**config.mk**
```make
export PLATFORM = sky130hd
export DESIGN_NAME = periph_bus_router
export DESIGN_NICKNAME = d
export VERILOG_FILES = /design/src/rtl/config_pkg.sv /design/src/rtl/periph_pkg.sv /design/src/rtl/periph_addr_decoder.sv /design/src/rtl/periph_bus_router.sv
export SDC_FILE = /design/constraint.sdc
export NUM_CORES = 1
export LEC_CHECK = 0
export BUFFER_PORTS_ARGS = -buffer_cell sky130_fd_sc_hd__clkbuf_2
export CAP_MARGIN = 20
export CORE_AREA = 2 2 110 112
export CTS_BUF_LIST = sky130_fd_sc_hd__clkbuf_2 sky130_fd_sc_hd__clkbuf_4 sky130_fd_sc_hd__clkbuf_8
export CTS_CLUSTER_DIAMETER = 40
export DETAILED_ROUTE_END_ITERATION = 16
export DIE_AREA = 0 0 112 114
export PLACE_DENSITY = 0.72
export RECOVER_POWER = 25
export SYNTH_ARGS = -nofsm -noshare
export SYNTH_HDL_FRONTEND = slang
export SYNTH_SLANG_ARGS = --single-unit
```
**constraint.sdc**
```tcl
create_clock -name clk_i -period 1.6 [get_ports clk_i]
set_input_delay 0.16 -clock clk_i [delete_from_list [all_inputs] [get_ports clk_i]]
set_output_delay 0.16 -clock clk_i [all_outputs]
set_load 0.02 [all_outputs]
```
**src/rtl/config_pkg.sv**
```systemverilog
// Peripheral map handed to the bus router: one supported/base/range triple per device.
package config_pkg;

   typedef struct packed {
      logic        BOOTROM_SUPPORTED;
      logic [31:0] BOOTROM_BASE;
      logic [31:0] BOOTROM_RANGE;
      logic        UART_SUPPORTED;
      logic [31:0] UART_BASE;
      logic [31:0] UART_RANGE;
      logic        PLIC_SUPPORTED;
      logic [31:0] PLIC_BASE;
      logic [31:0] PLIC_RANGE;
   } config_t;

endpackage

```
**src/rtl/periph_pkg.sv**
```systemverilog
// Shared types for the peripheral router: device indices and FSM states.
package periph_pkg;

   typedef enum {DEV_BOOTROM = 0, DEV_UART = 1, DEV_PLIC = 2} dev_e;

   localparam int NDEV = 3;

   typedef enum logic [1:0] {IDLE, DEV_REQ, DEV_WAIT, RESP} rt_state_e;

   // Inclusive window test; the offset wraps modulo 2^32.
   function automatic logic in_window(input logic        supported,
                                      input logic [31:0] addr,
                                      input logic [31:0] base,
                                      input logic [31:0] range);
      logic [31:0] off;
      off = addr - base;
      return supported && (addr >= base) && (off <= range);
   endfunction

endpackage

```
**src/rtl/periph_addr_decoder.sv**
```systemverilog
// Combinational address decoder: region hit, priority one-hot select, alignment flag.
module periph_addr_decoder
   import periph_pkg::*;
#(
   parameter config_pkg::config_t CFG = '0
) (
   input  logic [31:0]     addr_i,
   output logic            hit_o,
   output logic [NDEV-1:0] sel_o,
   output logic            misaligned_o
);

   logic [NDEV-1:0] w_region;

   // Per-device window match, then BOOTROM > UART > PLIC priority.
   always_comb begin
      w_region                 = '0;
      w_region[int'(DEV_BOOTROM)] = in_window(CFG.BOOTROM_SUPPORTED, addr_i,
                                              CFG.BOOTROM_BASE, CFG.BOOTROM_RANGE);
      w_region[int'(DEV_UART)]    = in_window(CFG.UART_SUPPORTED, addr_i,
                                              CFG.UART_BASE, CFG.UART_RANGE);
      w_region[int'(DEV_PLIC)]    = in_window(CFG.PLIC_SUPPORTED, addr_i,
                                              CFG.PLIC_BASE, CFG.PLIC_RANGE);
      sel_o = '0;
      if (w_region[int'(DEV_BOOTROM)])   sel_o[int'(DEV_BOOTROM)] = 1'b1;
      else if (w_region[int'(DEV_UART)]) sel_o[int'(DEV_UART)]    = 1'b1;
      else if (w_region[int'(DEV_PLIC)]) sel_o[int'(DEV_PLIC)]    = 1'b1;
      hit_o        = |w_region;
      misaligned_o = (addr_i[1:0] != 2'b00);
   end

endmodule

```
**src/rtl/periph_bus_router.sv**
```systemverilog
// Single-master router: decodes host requests, runs one device transaction, returns response.
module periph_bus_router
   import periph_pkg::*;
#(
   parameter config_pkg::config_t CFG = '0,
   parameter int TIMEOUT_CYCLES = 256
) (
   input  logic                 clk_i,
   input  logic                 rst_ni,
   input  logic                 host_req_i,
   output logic                 host_gnt_o,
   input  logic [31:0]          host_addr_i,
   input  logic                 host_we_i,
   input  logic [3:0]           host_be_i,
   input  logic [31:0]          host_wdata_i,
   output logic                 host_rvalid_o,
   input  logic                 host_rready_i,
   output logic [31:0]          host_rdata_o,
   output logic                 host_err_o,
   output logic [NDEV-1:0]      dev_req_o,
   output logic [31:0]          dev_addr_o,
   output logic                 dev_we_o,
   output logic [3:0]           dev_be_o,
   output logic [31:0]          dev_wdata_o,
   input  logic [NDEV-1:0]      dev_gnt_i,
   input  logic [NDEV-1:0]      dev_rvalid_i,
   input  logic [NDEV-1:0][31:0] dev_rdata_i,
   input  logic [NDEV-1:0]      dev_err_i
);

   rt_state_e       r_state, w_state_next;
   logic [31:0]     r_addr, r_wdata, r_rdata, r_cnt, w_cnt_next;
   logic            r_we, r_err;
   logic [3:0]      r_be;
   logic [NDEV-1:0] r_sel, w_dec_sel;
   logic            w_dec_hit, w_misaligned, w_hit;
   logic            w_accept, w_load, w_load_err;
   logic [31:0]     w_load_rdata, w_rdata_sel;
   logic            w_gnt_sel, w_rvalid_sel, w_err_sel, w_timeout;

   periph_addr_decoder #(
      .CFG(CFG)
   ) u_decoder (
      .addr_i      (host_addr_i),
      .hit_o       (w_dec_hit),
      .sel_o       (w_dec_sel),
      .misaligned_o(w_misaligned)
   );

   assign w_hit        = w_dec_hit && !w_misaligned;
   assign w_gnt_sel    = |(dev_gnt_i & r_sel);
   assign w_rvalid_sel = |(dev_rvalid_i & r_sel);
   assign w_err_sel    = |(dev_err_i & r_sel);
   assign w_timeout    = (TIMEOUT_CYCLES != 0) && (r_cnt == 32'(TIMEOUT_CYCLES - 1));

   // Read data of the selected device only; others are masked off.
   always_comb begin
      w_rdata_sel = '0;
      for (int i = 0; i < NDEV; i++) begin
         if (r_sel[i]) w_rdata_sel = w_rdata_sel | dev_rdata_i[i];
      end
   end

   // Next-state, timeout counter and response-load decisions.
   always_comb begin
      w_state_next = r_state;
      w_cnt_next   = r_cnt;
      w_accept     = 1'b0;
      w_load       = 1'b0;
      w_load_err   = 1'b0;
      w_load_rdata = '0;
      unique case (r_state)
         IDLE: begin
            if (host_req_i) begin
               w_accept   = 1'b1;
               w_load     = 1'b1;
               w_load_err = !w_hit;
               if (w_hit) begin
                  w_state_next = DEV_REQ;
                  w_cnt_next   = '0;
               end else begin
                  w_state_next = RESP;
               end
            end
         end
         DEV_REQ, DEV_WAIT: begin
            if (w_rvalid_sel && (r_state == DEV_WAIT || w_gnt_sel)) begin
               w_load       = 1'b1;
               w_load_err   = w_err_sel;
               w_load_rdata = w_rdata_sel;
               w_state_next = RESP;
            end else if (w_timeout) begin
               w_load       = 1'b1;
               w_load_err   = 1'b1;
               w_state_next = RESP;
            end else begin
               w_cnt_next = r_cnt + 32'd1;
               if (r_state == DEV_REQ && w_gnt_sel) w_state_next = DEV_WAIT;
            end
         end
         RESP: begin
            if (host_rready_i) w_state_next = IDLE;
         end
      endcase
   end

   // State register.
   always_ff @(posedge clk_i or negedge rst_ni) begin
      if (!rst_ni) r_state <= IDLE;
      else         r_state <= w_state_next;
   end

   // Request latches, timeout counter and response registers.
   always_ff @(posedge clk_i or negedge rst_ni) begin
      if (!rst_ni) begin
         r_addr  <= '0;
         r_we    <= 1'b0;
         r_be    <= '0;
         r_wdata <= '0;
         r_sel   <= '0;
         r_cnt   <= '0;
         r_rdata <= '0;
         r_err   <= 1'b0;
      end else begin
         r_cnt <= w_cnt_next;
         if (w_accept) begin
            r_addr  <= host_addr_i;
            r_we    <= host_we_i;
            r_be    <= host_be_i;
            r_wdata <= host_wdata_i;
            r_sel   <= w_hit ? w_dec_sel : '0;
         end
         if (w_load) begin
            r_rdata <= w_load_rdata;
            r_err   <= w_load_err;
         end
      end
   end

   assign host_gnt_o    = (r_state == IDLE);
   assign host_rvalid_o = (r_state == RESP);
   assign host_rdata_o  = r_rdata;
   assign host_err_o    = r_err;
   assign dev_req_o     = (r_state == DEV_REQ) ? r_sel : '0;
   assign dev_addr_o    = r_addr;
   assign dev_we_o      = r_we;
   assign dev_be_o      = r_be;
   assign dev_wdata_o   = r_wdata;

endmodule

```
Word-level counts from Yosys, hierarchy flattened --
Cells that the tools add are included.
Storage, ports and cells: register bits after elaboration 104, latch bits 0, RAM bits 0, ROM bits 0, input port bits 178, output and inout port bits 107, logic and storage cells 28, memories 0
Operators by class: add/subtract/negate cells 1, multipliers 0, div/mod/pow operators 0, order comparisons 0, eq/ne operators 7, shift-type cells 0, multiplexer cells 8, bitwise operators 1, reduce and logical (&&, ||, !) cells 4
Operators with widths (count):
- $add 32x1->32 const B | 1
- $eq 32x8->1 const B | 1
- $mux 2 | 3
- $pmux 2 s3 | 1
- $eq 2x2->1 const B | 2
- $ne 2x2->1 const B | 2
- $mux 1 | 3
- $reduce_and 3->1 | 1
- $eq 2x1->1 const B | 1
- $logic_not 2->1 | 1
- $ne 2x1->1 const B | 1
- $pmux 1 s2 | 1
- $reduce_and 2->1 | 1
- $reduce_or 2->1 | 1
- $not 1->1 | 1

Logic depth before layout (Yosys ltp) --
depth after elaboration 4, depth in mapped cells 4, gate-level depth less buffers 2

Cells and area by module --
From an unflattened synthesis, not the netlist that was laid out.
Second synthesis, totals: cells, all modules 588, area, all modules 6939.2 µm²
Modules (own cells, without submodules):
- periph_bus_router | times used 1, cells each 582, area an instance 6899.1 µm², sequential area each 3478.3 µm²
- periph_addr_decoder | times used 1, cells each 6, area an instance 40.0 µm², sequential area each 0.0 µm²

Worst setup path after synthesis --
Ideal clock, no wire load.
kind register -> register, start point register r_state[0], end point register r_addr[0] (netlist: dev_addr_o[0]), setup time 0.125 ns, arrival time 1.206 ns, data required time 1.475 ns, slack 0.268 ns, cell stages (with the launch flop) 5, path buffers 2, clock period less this slack 1.332 ns, path through dfrtp_1 nor2b_4 buf_12 buf_12 mux2_4
Between the ends: word-level cells in the longest chain between the ends 2
RTL lines:
- start: declaration | RTL line periph_bus_router.sv:31 | rt_state_e r_state, w_state_next;
- start signal: assignment | RTL line periph_bus_router.sv:110 | else r_state <= w_state_next;
- $logic_not 2->1 | RTL line periph_bus_router.sv:72 | unique case (r_state)
- $mux 1 | RTL line periph_bus_router.sv:72
- end signal: assignment | RTL line periph_bus_router.sv:127 | r_addr <= host_addr_i;
- end: declaration | RTL line periph_bus_router.sv:32 | logic [31:0] r_addr, r_wdata, r_rdata, r_cnt, w_cnt_next;
No other way between the ends. A chain may end at the register's enable or synchronous reset.

Worst setup path after layout --
start point register r_state[0], end point register r_wdata[23] (netlist: dev_wdata_o[23])
Between the ends: word-level cells in the longest chain between the ends 2
RTL lines:
- $logic_not 2->1 | RTL line periph_bus_router.sv:72
- $mux 1 | RTL line periph_bus_router.sv:72
- end signal: assignment | RTL line periph_bus_router.sv:130 | r_wdata <= host_wdata_i;
- end: declaration | RTL line periph_bus_router.sv:32
No other way between the ends.

==> flow_summary.yaml <==
floorplanning:
  coreArea_sq_mm: 0.0117
  initial_core_util_pct: 27.9
  io-pin-count: 285
  chipHeight_microns: 114
  core.rowCount: 40
  floorplan.die_area_sq_mm: 0.0128
  die_x_microns: 112
synthesis:
  synth_fa_ha_area_share_pct: 0
  netlist-cell-type-count: 10
  synth_largest_type_area_fraction_pct: 54.4
  cell_area_after_synthesis_sq_mm: 0.00327
  synth-seq-area-share_pct: 54.4
  synth_largest_area_cell: "sky130_fd_sc_hd__dfrtp_1"
  postSynthCellCount: 188
  yosys_register_bits: 71
  yosysWarningCount: 0
  synth_top_family_by_area: "multiplexers"
  synth-simple-area-share_pct: 0.613
  synth-xor-area-share_pct: 0
  ys_top_cells_by_area: "sky130_fd_sc_hd__dfrtp_1, sky130_fd_sc_hd__mux2_4, sky130_fd_sc_hd__buf_4, sky130_fd_sc_hd__buf_12, sky130_fd_sc_hd__nor2b_4"
  synth_compound_area_share_pct: 0.230
  synth.mux.area_fraction_pct: 31.6
  average_footprint_of_a_synthesized_cell_sq_um: 17.4
critical_path:
  cp.arrival_ps: 1640
  timing.rr.start: "r_state[0]"
  crit_path_end: "dev_wdata_o[23]"
  cp_cell_sequence: "nor2b_4, buf_12, mux2_4"
  critical_path_peak_fanout: 40
  cp_data_required_time_ps: 1820
  rr_worst_depth: 3
  cp_top_family: "flip-flops"
  critPathKind: "reg2reg"
  delay_of_the_slowest_cell_on_the_worst_path_ps: 430
  setup.reg_to_reg.worst_slack_ps: 180
  crit_path_end_kind: "flop"
  setup.worst_path.start: "r_state[0]"
  slowest_stage: "sky130_fd_sc_hd__dfrtp_1"
  r2r_end: "dev_wdata_o[23]"
  crit_cells: 3
  worstSetupStartpointType: "flop"
  worst-path-buf-inv: 1
placement:
  routability_congestion_estimate_from_global_placement: 0.688
  number_of_placed_cells_counting_well_taps: 473
  placement.io_buffers: 144
  dp.final_hpwl_mm: 4.86
  worst_setup_slack_before_clock_tree_synthesis_ps: 184
sta:
  fmax_mhz: 705
  rsz_0062_raised_after_global_routing: "no"
  final_min_period_over_clock_period_pct: 88.6
  hold_vio_cnt_final: 0
  finClkSkew_ps: 17.1
  timing.max_slew.rel_slack_pct: 43.0
  final-setup-viol-count: 0
  maxSlewViolCount: 0
  final_critical_path_setup_slack_ps: 182
  setup_tns_ps: 0
  final_min_period_ps: 1420
  timing_worst_slew_pin_value_ps: 855
global_route:
  grt_start_max_net_pins: 41
  grt.total_usage_pct: 10.3
  grt.overflow.total: 0
  grt_first_pass_wirelength_mm: 10.2
  antenna_violations_before_repair: 1
  first_global_vias: 1916
cts:
  worstSkewPairLatency_ps: 340
  cts.root.buffer_cell: "sky130_fd_sc_hd__clkbuf_8"
  tritoncts: "built"
  clock_tree.htree_level_count: 3
  clock_sinks: 71
  cts-buffers-inserted: 9
  clk_transition_reported_paths_ps: 80
  postCtsResizedCells: 0
  cts_buffer_depth: 2
run:
  drv.max_cap_violation_count: 0
worst_hold_path:
  worst_hold_path_type: "in2reg"
routing:
  ant_nets: 0
  route.vias.total: 1917
  finalWirelength_mm: 6.67
  drt_first_pass_iters: 4
  final_routed_wire_length_divided_by_cell_count_microns: 13.6
  remaining_drcs: 0
  detailedRoute.firstIterationViolations: 71
  vias_per_cell: 3.90
pwr:
  static-leakage-power_nw: 2.22
  finalPower_mw: 6.11
  worst_ir_drop_vdd_uv: 519
  pwr_density_cell_mw_per_mm2: 1460
finish:
  proportion_of_layout_cells_with_a_drive_suffix_above_1_pct: 68.0
  final_cell_count_no_fill: 491
  fin_nets: 517
  post_route_core_utilization_pct: 35.8
  flow.area_growth_from_synthesis_pct: 28.5
  diodes: 0
status:
  status: "finished clean"
Yosys cell counts:
cell type,count
sky130_fd_sc_hd__nor2b_4,1
sky130_fd_sc_hd__or2_2,1
sky130_fd_sc_hd__buf_4,35
sky130_fd_sc_hd__mux2_2,1
sky130_fd_sc_hd__inv_1,1
sky130_fd_sc_hd__mux2_4,68
sky130_fd_sc_hd__conb_1,1
sky130_fd_sc_hd__buf_12,8
sky130_fd_sc_hd__dfrtp_1,71
sky130_fd_sc_hd__o21bai_1,1
cell type report:
type | count | area [sq um]
clock inverter | 5 | 105
fill | 1125 | 7510
multi-input combinational | 107 | 1190
tap | 147 | 184
clock buffer | 11 | 145
timing repair buffer | 149 | 792
inverter | 1 | 3.75
sequential | 71 | 1780
worst min-delay path by stage:
stage | from | to | slack [ps] | cells past startpoint
floorplan | rst_ni | dev_addr_o[0] | -140 | 0
global placement | rst_ni | dev_addr_o[31] | 130 | 1
detailed placement | rst_ni | dev_addr_o[31] | 140 | 1
CTS | host_wdata_i[7] | dev_wdata_o[7] | 20 | 2
global route | host_addr_i[2] | dev_addr_o[2] | 10 | 2
finish | host_addr_i[7] | dev_addr_o[7] | 40 | 2
worst reg2reg max path: cells and delay by family, from the launching register on:
family                 cells  cell delay (ps)
buffers and inverters      1              290
DFF                        1              430
muxes                      1              380
and+or+nand+nor            1              190
routing by layer:
layer  part of all wire, %  GRT usage [%]
met5                  0.18              0
met4                   1.2           4.39
met3                   9.9           3.72
met2                    46           16.1
met1                    42           13.1
placed cells by master, fill, tap and decap left out, drive strengths merged:
master	count
nor2b	1
bufinv	3
or2	1
clkinvlp	2
dfrtp	71
inv	1
dlygate4sd3	2
buf	3
conb	35
mux2	69
clkbuf	155
o21bai	1
logic make-up (layout without fill, tap and decap cells):
group                  after synthesis  count (layout)
AO/OA/AOI/OAI                        1               1
buffers and inverters               44             166
flip-flops                          71              71
multiplexers                        69              69
other                                1              35
AND/OR/NAND/NOR                      2               2
report_power, final:
| part | leakage (nW) | internal [mW] | total (mW) | switching, mW |
|---|---|---|---|---|
| registers | 0.826 | 2.19 | 2.43 | 0.234 |
| clock network | 0.119 | 1.10 | 1.75 | 0.656 |
| logic | 1.28 | 0.914 | 1.93 | 1.02 |
| total | 2.22 | 4.20 | 6.11 | 1.91 |
repair_timing:
item,4_1_cts,5_1_grt
hold buffers,2,0
buffers inserted,0,0
endpoints found under the hold margin,35,0
flip-flops by register name (all words and copies together), names as in the netlist:
register and cells:
dev_we_o 1, r_state 1, host_err_o 1, dev_wdata_o 32, dev_addr_o 32, dev_be_o 4
through the flow:
stage          hold slack, ps  area [sq um]
6_report                 41.0          4200
4_1_cts                  19.2          4210
5_1_grt                  14.8          4200
3_3_place_gp              126          3940
2_1_floorplan            -136          3390
3_5_place_dp              138          3940
No activity file was read; power rests on OpenSTA's default activity.
